==> config.mk <==
export PLATFORM = sky130hd
export DESIGN_NAME = boundary_detect
export DESIGN_NICKNAME = d
export VERILOG_FILES = /design/src/rtl/boundary_detect.sv
export SDC_FILE = /design/constraint.sdc
export NUM_CORES = 1
export LEC_CHECK = 0
export ABC_AREA = 1
export CAP_MARGIN = 40
export CORE_ASPECT_RATIO = 0.75
export CORE_MARGIN = 4
export CORE_UTILIZATION = 59
export CTS_BUF_LIST = sky130_fd_sc_hd__clkbuf_4 sky130_fd_sc_hd__clkbuf_8 sky130_fd_sc_hd__clkbuf_16
export CTS_CLUSTER_DIAMETER = 200
export CTS_CLUSTER_SIZE = 25
export DETAILED_ROUTE_END_ITERATION = 6
export HOLD_SLACK_MARGIN = 0.1
export PLACE_DENSITY = 0.85
export SYNTH_ARGS = -nofsm -noshare
export SYNTH_HDL_FRONTEND = slang
export SYNTH_SLANG_ARGS = --single-unit
==> constraint.sdc <==
create_clock -name clock -period 5.15 [get_ports clock]
set_input_delay 0.7725 -clock clock [delete_from_list [all_inputs] [get_ports clock]]
set_output_delay 0.7725 -clock clock [all_outputs]
set_load 0.02 [all_outputs]
==> src/rtl/boundary_detect.sv <==
// Per-frame bounding box of dark (digit) pixels inside a margin-trimmed active area.
// The box is published one cycle after the last pixel of the frame, together with a frame_done pulse.
module boundary_detect #(
    parameter int         H_ACTIVE = 320,
    parameter int         V_ACTIVE = 240,
    parameter logic [7:0] THRESH   = 8'd128,
    parameter int         MARGIN   = 4,
    parameter int         MIN_PIX  = 32
) (
    input  logic       clock,
    input  logic       rst,
    input  logic       wren,
    input  logic       tft_begin,
    input  logic [7:0] data_in,
    input  logic [8:0] hcount,
    input  logic [8:0] lcount,
    output logic [8:0] Upper_data,
    output logic [8:0] Lower_data,
    output logic [8:0] Lift_data,
    output logic [8:0] Right_data,
    output logic       box_valid,
    output logic       frame_done,
    output logic [1:0] dbg_state
);

    typedef enum logic [1:0] {IDLE = 2'd0, SCAN = 2'd1, LATCH = 2'd2} state_t;

    localparam logic [8:0]  H_LO    = 9'(MARGIN);
    localparam logic [8:0]  H_HI    = 9'(H_ACTIVE - MARGIN);
    localparam logic [8:0]  V_LO    = 9'(MARGIN);
    localparam logic [8:0]  V_HI    = 9'(V_ACTIVE - MARGIN);
    localparam logic [8:0]  H_LAST  = 9'(H_ACTIVE - 1);
    localparam logic [8:0]  V_LAST  = 9'(V_ACTIVE - 1);
    localparam logic [16:0] MIN_CNT = 17'(MIN_PIX);

    state_t      state_q, state_d;
    logic [8:0]  min_row_q, min_row_d, max_row_q, max_row_d;
    logic [8:0]  min_col_q, min_col_d, max_col_q, max_col_d;
    logic [16:0] count_q, count_d;
    logic [8:0]  upper_q, upper_d, lower_q, lower_d, lift_q, lift_d, right_q, right_d;
    logic        box_valid_q, box_valid_d, frame_done_q, frame_done_d;
    logic        in_area, last_pix, pix_ok, init_acc;

    // wren qualifies the pixel on hcount/lcount/data_in for one cycle; there is no back-pressure.
    assign in_area  = (hcount >= H_LO) && (hcount < H_HI) && (lcount >= V_LO) && (lcount < V_HI);
    assign last_pix = wren && (hcount == H_LAST) && (lcount == V_LAST);
    assign pix_ok   = (state_q == SCAN) && wren && (data_in < THRESH) && in_area;

    always_comb begin
        state_d  = state_q;
        init_acc = 1'b0;
        case (state_q)
            IDLE: begin
                if (tft_begin) begin
                    state_d  = SCAN;
                    init_acc = 1'b1;
                end
            end
            SCAN: begin
                // A new frame start overrides everything, including the last pixel.
                if (tft_begin) begin
                    init_acc = 1'b1;
                end else if (last_pix) begin
                    state_d = LATCH;
                end
            end
            LATCH: begin
                state_d  = tft_begin ? SCAN : IDLE;
                init_acc = tft_begin;
            end
            default: state_d = IDLE;
        endcase
    end

    always_comb begin
        min_row_d = min_row_q;
        max_row_d = max_row_q;
        min_col_d = min_col_q;
        max_col_d = max_col_q;
        count_d   = count_q;
        if (init_acc) begin
            min_row_d = 9'h1FF;
            max_row_d = 9'h000;
            min_col_d = 9'h1FF;
            max_col_d = 9'h000;
            count_d   = '0;
        end else if (pix_ok) begin
            if (lcount < min_row_q) min_row_d = lcount;
            if (lcount > max_row_q) max_row_d = lcount;
            if (hcount < min_col_q) min_col_d = hcount;
            if (hcount > max_col_q) max_col_d = hcount;
            if (count_q != '1) count_d = count_q + 17'd1;
        end
    end

    always_comb begin
        upper_d      = upper_q;
        lower_d      = lower_q;
        lift_d       = lift_q;
        right_d      = right_q;
        box_valid_d  = box_valid_q;
        frame_done_d = 1'b0;
        if (state_q == LATCH) begin
            frame_done_d = 1'b1;
            box_valid_d  = (count_q >= MIN_CNT);
            if (count_q >= MIN_CNT) begin
                upper_d = min_row_q;
                lower_d = max_row_q;
                lift_d  = min_col_q;
                right_d = max_col_q;
            end
        end
    end

    always_ff @(posedge clock) begin
        if (rst) begin
            state_q      <= IDLE;
            min_row_q    <= '0;
            max_row_q    <= '0;
            min_col_q    <= '0;
            max_col_q    <= '0;
            count_q      <= '0;
            upper_q      <= '0;
            lower_q      <= '0;
            lift_q       <= '0;
            right_q      <= '0;
            box_valid_q  <= 1'b0;
            frame_done_q <= 1'b0;
        end else begin
            state_q      <= state_d;
            min_row_q    <= min_row_d;
            max_row_q    <= max_row_d;
            min_col_q    <= min_col_d;
            max_col_q    <= max_col_d;
            count_q      <= count_d;
            upper_q      <= upper_d;
            lower_q      <= lower_d;
            lift_q       <= lift_d;
            right_q      <= right_d;
            box_valid_q  <= box_valid_d;
            frame_done_q <= frame_done_d;
        end
    end

    assign Upper_data = upper_q;
    assign Lower_data = lower_q;
    assign Lift_data  = lift_q;
    assign Right_data = right_q;
    assign box_valid  = box_valid_q;
    assign frame_done = frame_done_q;
    assign dbg_state  = state_q;

endmodule

# --- Word level (Yosys, flattened, before mapping) ---
# Index checks and enable logic that the tools add are counted.
word_totals:
  register_bits: 93
  out_inout_bits: 40
  latch_bits: 0
  n_memories: 0
  in_bits: 30
  mem_bits_rw: 0
  romBits: 0
  word_cells: 66
op_classes:
  n_shift: 0
  n_addsub: 1
  n_eq_ne: 8
  order_cmp: 10
  bitwise_logic: 0
  reduce_logical: 21
  multipliers: 0
  div: 0
  mux: 14
op_table:
  columns: ["operator", "count"]
  rows:
  - ["two-way mux 9 bit", 6]
  - [">= comparator 9 x 3 -> 1 bit, second input constant", 2]
  - ["> comparator 9 bit", 2]
  - ["less-than comparator 9 bit", 2]
  - ["adder 17 x 1 -> 17 bit, second input constant", 1]
  - [">= comparator 17 x 6 -> 1 bit, second input constant", 1]
  - ["!= test 17 bit, second input constant", 1]
  - ["AND reduction 2 bit", 6]
  - ["equality test 9 x 8 -> 1 bit, second input constant", 1]
  - ["equality test 9 bit, second input constant", 1]
  - ["less-than comparator 9 x 8 -> 1 bit, second input constant", 1]
  - ["less-than comparator 9 bit, second input constant", 1]
  - ["logical AND 1 bit", 8]
  - ["less-than comparator 8 bit, second input constant", 1]
  - ["two-way mux 2 bit", 3]
  - ["!= test 2 bit, second input constant", 3]
  - ["one-hot mux 2 bit (3 select lines)", 1]
  - ["nonzero test 2 bit", 3]
  - ["OR reduction 2 bit", 2]
  - ["two-way mux 1 bit", 3]
  - ["AND reduction 3 bit", 1]
  - ["equality test 2 x 1 -> 1 bit, second input constant", 1]
  - ["equality test 2 bit, second input constant", 1]
  - ["zero test 2 bit", 1]
  - ["one-hot mux 1 bit (2 select lines)", 1]

# --- Logic depth before layout (Yosys ltp) ---
# Gate-level depths: netlist of the first run.
depth:
  ltp_word: 7
  mapped_depth: 14
  ltp_nobuf: 13

# --- Worst setup path before layout of the first run ---
# Ideal clock, no wire load.
synth_path:
  kind: "input-to-reg"
  start: "input port hcount[8]"
  end: "register min_col_q[1]"
  t_required_ns: 5.022
  setup_ns: 0.128
  arrival_ns: 1.962
  path_slack_ns: 3.060
  stages: 9
  n_path_buf: 1
  path_cell_list: "ha_1 a21o_1 nor2_1 nand3_1 nand2_1 clkbuf_1 nand3_1 nand2_1 nor2_1"
synth_via:
  elab_chain_cells: 7
  word_cells_on_any_way: 10
  classes_between: "3 x order compare; 7 x reduce/logical"
synth_rtl:
  columns: ["element", "line_no", "text"]
  rows:
  - ["start, declared", "15", "input logic [8:0] hcount,"]
  - [">= comparator 9 x 3 -> 1 bit or less-than comparator 9 bit (tied branches)", "45", "assign in_area = (hcount >= H_LO) && (hcount < H_HI) && (lcount >= V_LO) && (lcount < V_HI);"]
  - ["logical AND 1 bit (3 in series)", "45", null]
  - ["logical AND 1 bit", "47", "assign pix_ok = (state_q == SCAN) && wren && (data_in < THRESH) && in_area;"]
  - ["nonzero test 2 bit (no line)", null, null]
  - ["AND reduction 2 bit (no line) (*)", null, null]
  - ["end signal, assigned", "133", "min_col_q <= min_col_d;"]
  - ["end, declared", "38", "logic [8:0] min_col_q, min_col_d, max_col_q, max_col_d;"]
# Mark *: on every way between the ends. The rest lies on a longest branch, timed or not.
# A chain may end at the register's enable or synchronous reset.

# --- Worst setup path in the final report of the first run ---
layout_path:
  start: "input port lcount[3]"
  end: "register min_row_q[1]"
layout_via:
  elab_chain_cells: 6
  word_cells_on_any_way: 9
  classes_between: "3 x order compare; 6 x reduce/logical"
layout_rtl:
  columns: ["element", "line_no", "text"]
  rows:
  - ["start, declared", "16", "input logic [8:0] lcount,"]
  - [">= comparator 9 x 3 -> 1 bit", "45", null]
  - ["logical AND 1 bit (2 in series)", "45", null]
  - ["logical AND 1 bit", "47", null]
  - ["nonzero test 2 bit (no line)", null, null]
  - ["AND reduction 2 bit (no line) (*)", null, null]
  - ["end signal, assigned", "131", "min_row_q <= min_row_d;"]
  - ["end, declared", "37", "logic [8:0] min_row_q, min_row_d, max_row_q, max_row_d;"]
# Marks and branches as above.

==> impl_metrics.json, run 1 <==
{
  "track_usage": 0.2464,
  "area_delta_synth_final_pct": 19.58,
  "die_height_um": 87.65,
  "grt_use_met1": 0.3195,
  "rows": 28,
  "wl_per_cell_um": 13.39,
  "viasPerCell": 5.290,
  "path_cells": "clkdlybuf4s50_1 > inv_1 > nand2_1 > nor2_1 > nor2_1 > nand3_4 > nand2_1 > nand2_2 > nand2_1 > a21oi_1",
  "crit_family": "simple AND/OR/NAND/NOR gates",
  "hold_viol_final": 0,
  "synth_area_leader_cell": "dfxtp_1",
  "fin_worst_skew_ns": 0.007736,
  "end_kind": "flip-flop",
  "report.final.setup_viol": 0,
  "fin_nets": 855,
  "ys_types": 26,
  "grt_pass1_vias": 4343,
  "cp_data_arrival_time_ns": 3.09,
  "finalWirelength_mm": 12.02,
  "seq_area_frac_synth": 0.3731,
  "grt_max_degree": 60,
  "ys_seq_elements": 93,
  "cp_data_required_time_ns": 5.33,
  "clk_latency_ns": 0.35,
  "crit_path_max_fanout": 20,
  "clockBufferDepth": 2,
  "post-route-period-util": 0.5648,
  "rsz0062_at_grt": "false",
  "maxSlewViolCount": 0,
  "clock_sinks": 93,
  "vias": 4750,
  "utilization": 0.7405,
  "yosys_warnings": 0,
  "holdBufCountCts": 0,
  "design_area_sq_um": 5967,
  "timing.fmax_mhz": 343.8,
  "htreeDepth": 3,
  "met3_usage": 0.05249,
  "drt_first_pass_iters": 5,
  "status": "finished clean",
  "syn_nets": 803,
  "synth.top_cell.area_share": 0.3731,
  "finalSetupTns_ns": 0,
  "worstMarginPinSlew_ns": 0.8817,
  "ir_drop_uv": 233.8,
  "syn_avg_cell_area_sq_um": 6.780,
  "cap_violations": 0,
  "max_slew_margin": 0.4104,
  "gr-total-overflow": 0,
  "leakage_nw": 2.415,
  "clk_pin_slew_ns": 0.07,
  "fill_cells": 639,
  "critPathBufInv": 2,
  "place_congestion": 0.9221,
  "cts_buffers": 9,
  "antennaDiodeCount": 0,
  "grt_pass1_wl_mm": 19.98,
  "total_power_mw": 1.605,
  "die-area_sq_um": 10010,
  "met2_usage": 0.4160,
  "portBuffers": 62,
  "post_cts_resized": 0,
  "postCtsSetupBuffers": 0,
  "drive_gt1_frac": 0.04035,
  "syn_area_sq_um": 4990,
  "mostFrequentLayoutCells": "177 x nand2_1, 119 x inv_1, 93 x dfxtp_1",
  "cts_tree": "done",
  "io_pins": 70,
  "dpl_cell_area_sq_um": 5664,
  "post-route-min-period_ns": 2.909,
  "drtAntennaViolNets": 0,
  "slowest_stage": "clkdlybuf4s50_1",
  "cts_root_buf": "clkbuf_16",
  "top_usage_layer": "met2",
  "antenna_found_initial": 0,
  "worstHoldPathType": "flip-flop to flip-flop",
  "synth_area_leaders": "dfxtp_1 37%, nand2_1 13%, ha_1 9.3%",
  "cp_common_cell": "nand2_1",
  "layout_commonest_cell": "nand2_1",
  "core_area_sq_um": 8058,
  "initial_core_util": 0.6193,
  "dp_hpwl_mm": 8.983,
  "crit_type": "primary input to flip-flop",
  "powerDensity_nw_per_um2": 269.0,
  "drt_iter0_markers": 357,
  "slowest_delay_ns": 0.62,
  "drcViolationCount": 0,
  "critPathLaunchType": "primary input",
  "dieWidth_um": 114.2,
  "synth_cells": 736
}
[logic make-up (layout without fill, tap and decap cells)]
group,count (synthesis),in the layout,synth area share
adders and majority gates,37,37,0.09278
xor gates and xnor gates,10,10,0.01755
and+or+nand+nor,329,329,0.2778
DFF,93,93,0.3731
buffers and inverters,145,202,0.1133
AOI/OAI and AO/OA,122,122,0.1254
[power by group]
part           switching [mW]  total (mW)  internal, mW
clock network           0.289       0.675         0.386
registers              0.0112       0.745         0.734
logic                   0.115       0.185        0.0697
[worst paths after layout]
| path | start | end | slack (ns) | cells after the start |
|---|---|---|---|---|
| max reg2reg | count_q[0] | count_q[4] | 2.71 | 10 |
| max | lcount[3] | min_row_q[1] | 2.24 | 10 |
| min | Lift_data[8] | Lift_data[8] | 0.44 | 2 |
| min reg2reg | Lift_data[8] | Lift_data[8] | 0.44 | 2 |
[sequential cells by signal (all words and copies together), names as in the netlist]
register    cells
Lift_data       9
Lower_data      9
Right_data      9
Upper_data      9
box_valid       1
count_q        17
dbg_state       2
frame_done      1
max_col_q       9
max_row_q       9
min_col_q       9
min_row_q       9
[metrics by stage]
step	hold slack (ns)	instances	worst slack, ns
2_1_floorplan	0.4391	736	3.060
3_3_place_gp	0.4311	881	2.002
3_5_place_dp	0.4347	882	1.952
4_1_cts	0.4447	898	2.282
5_1_grt	0.4707	898	2.138
6_report	0.4418	898	2.241
[synth_stat cells, drive strengths merged]
master,number
clkbuf,14
nor2,94
nand4,7
xnor2,4
o21ai,42
nand2,179
nand3,35
nor4,2
buf,9
a21o,3
nand3b,3
dfxtp,93
a21oi,77
ha,37
inv,122
nor3,9
xor2,6
[worst register-to-register path, delay by kind of cell, from the launching register on]
family	cells	cell delay, ns
and+or+nand+nor	6	1.22
AOI/OAI and AO/OA	1	0.19
buffers and inverters	1	0.05
DFF	1	0.40
adders and majority gates	2	0.52
[area by class of cell]
cell class              instances  area [sq um]  share of cell area
multi-input cells             498          2570              0.4307
inverters                     122         457.9             0.07675
flip-flops and latches         93          1862              0.3120
clock buffers                  10         232.7             0.03900
repair buffers                 64         643.1              0.1078
clock inverters                 6         70.07             0.01174
well taps                     105         131.4             0.02202
[routing by layer]
layer	routed length, um	vias to the layer above
li1	-	2410
met1	5267	2139
met2	5600	176
met3	935	25
met4	220	0
met5	0	-
Power figures use the tool's default switching activity.
==> run 2: changes to the inputs <==
CORE_UTILIZATION = 50   (was 59)
PLACE_DENSITY = 0.77   (was 0.85)
clock period = 2.4 ns   (was 5.15 ns; I/O delays follow)
==> impl_metrics.json, run 2 (synthesis results as in run 1) <==
{
  "post_cts_resized": 0,
  "cts_root_buf": "clkbuf_16",
  "worstHoldStart": "Lift_data[1]",
  "holdWs_ns": 0.4400,
  "powerDensity_nw_per_um2": 569.0,
  "critPathLaunch": "count_q[0]",
  "io_pins": 70,
  "report.final.setup_viol": 0,
  "gr-total-overflow": 0,
  "finalWirelength_mm": 12.02,
  "drive_gt1_frac": 0.06049,
  "clk_latency_ns": 0.36,
  "post-route-min-period_ns": 2.191,
  "fin_nets": 872,
  "post-route-period-util": 0.9130,
  "grt_pass1_wl_mm": 19.86,
  "cp_data_required_time_ns": 2.68,
  "mostFrequentLayoutCells": "177 x nand2_1, 119 x inv_1, 93 x dfxtp_1",
  "slowest_stage": "dfxtp_1",
  "ir_drop_uv": 372.9,
  "vias": 4671,
  "drt_iter0_markers": 332,
  "portBuffers": 62,
  "drcViolationCount": 0,
  "path_cells": "ha_1 > nand2_1 > nor2_1 > nand2_1 > nor4_1 > ha_1 > inv_1 > nand4_1 > buf_4 > nand2_1 > a21oi_1",
  "finalSetupTns_ns": 0,
  "top_register": "count_q",
  "holdBufCountCts": 0,
  "core_area_sq_um": 9697,
  "area_delta_synth_final_pct": 23.62,
  "antenna_found_initial": 0,
  "grt_max_degree": 45,
  "worstHoldPathType": "flip-flop to flip-flop",
  "total_power_mw": 3.510,
  "die-area_sq_um": 11660,
  "dp_hpwl_mm": 9.170,
  "crit_family": "simple AND/OR/NAND/NOR gates",
  "slowest_delay_ns": 0.39,
  "drt_first_pass_iters": 5,
  "die_height_um": 94.52,
  "grt_pass1_vias": 4231,
  "largest_register_ffs": 17,
  "clockBufferDepth": 2,
  "cts_buffers": 9,
  "end_kind": "flip-flop",
  "cts_tree": "done",
  "rsz0062_at_grt": "false",
  "fill_cells": 847,
  "hold_viol_final": 0,
  "htreeDepth": 3,
  "layout_commonest_cell": "nand2_1",
  "critPathBufInv": 2,
  "reg2reg_from": "count_q[0]",
  "wl_per_cell_um": 12.76,
  "leakage_nw": 2.512,
  "cp_common_cell": "nand2_1",
  "initial_core_util": 0.5146,
  "cp_data_arrival_time_ns": 2.47,
  "viasPerCell": 4.959,
  "place_congestion": 0.8916,
  "crit_type": "flip-flop to flip-flop",
  "critPathLaunchType": "flip-flop",
  "max_slew_margin": 0.5723,
  "postCtsSetupBuffers": 0,
  "maxSlewViolCount": 0,
  "clock_sinks": 93,
  "rows": 31,
  "clk_pin_slew_ns": 0.07,
  "fin_worst_skew_ns": 0.01006,
  "worstMarginPinSlew_ns": 0.6415,
  "crit_path_max_fanout": 17,
  "cap_violations": 0,
  "drtAntennaViolNets": 0,
  "status": "finished clean",
  "track_usage": 0.2144,
  "dieWidth_um": 123.4,
  "timing.fmax_mhz": 456.4,
  "antennaDiodeCount": 0
}
[run 2: cell count changes in the layout (fill, tap and decap cells not counted)]
cell      before  now
inv_8          0    2
clkbuf_4       1    0
clkinv_2       1    0
buf_4          1   16
buf_8          1    0
buf_12         0    3
[run 2: final cells by class]
type                            count  area (sq um)  area share
Tap cell                          132         165.2     0.02677
Clock buffer                        9         225.2     0.03651
Clock inverter                      7         87.58     0.01420
Inverter                          122         457.9     0.07424
Sequential cell                    93          1862      0.3018
Multi-Input combinational cell    498          2570      0.4166
Timing Repair Buffer               81         800.8      0.1298
[run 2: worst reg2reg max path, delay by kind of cell (launching register included)]
family,cells,cell delay [ns]
fa+ha+maj,2,0.51
simple gates,6,0.78
compound gates,1,0.15
flops,1,0.39
buf+inv,2,0.29
[run 2: layer usage]
metal  global-route usage  part of all wire  wire (um)  up-vias
met4              0.06267            0.0096        115        0
met1               0.2830              0.48       5804     2093
met3              0.05808             0.058        698        9
met2               0.3446              0.45       5402      117
met5                    0                 0          0        -
li1                     -                 -          -     2452
[run 2: final timing paths]
path / depth (start not counted) / endpoint / slack, ns
worst max register to register: 11 / count_q[4] / 0.21
worst min-delay path: 2 / Lift_data[1] / 0.44
worst max-delay path: 11 / count_q[4] / 0.21
worst min register to register: 2 / Lift_data[1] / 0.44
[run 2: per-stage QoR]
stage | setup WS [ns] | utilization | cell area, sq um | cells
3_3_place_gp | 0.1209 | 0.6039 | 5856 | 926
3_5_place_dp | 0.07077 | 0.6039 | 5856 | 926
6_report | 0.2088 | 0.6361 | 6168 | 942
5_1_grt | 0.02508 | 0.6361 | 6168 | 942
2_1_floorplan | 0.4503 | - | 4990 | 736
4_1_cts | 0.2436 | 0.6361 | 6168 | 942
[run 2: report_power, final]
part / total, mW / switching, mW / internal (mW)
clock network: 1.50 / 0.670 / 0.833
logic: 0.410 / 0.247 / 0.163
registers: 1.60 / 0.0229 / 1.57
total: 3.51 / 0.940 / 2.57
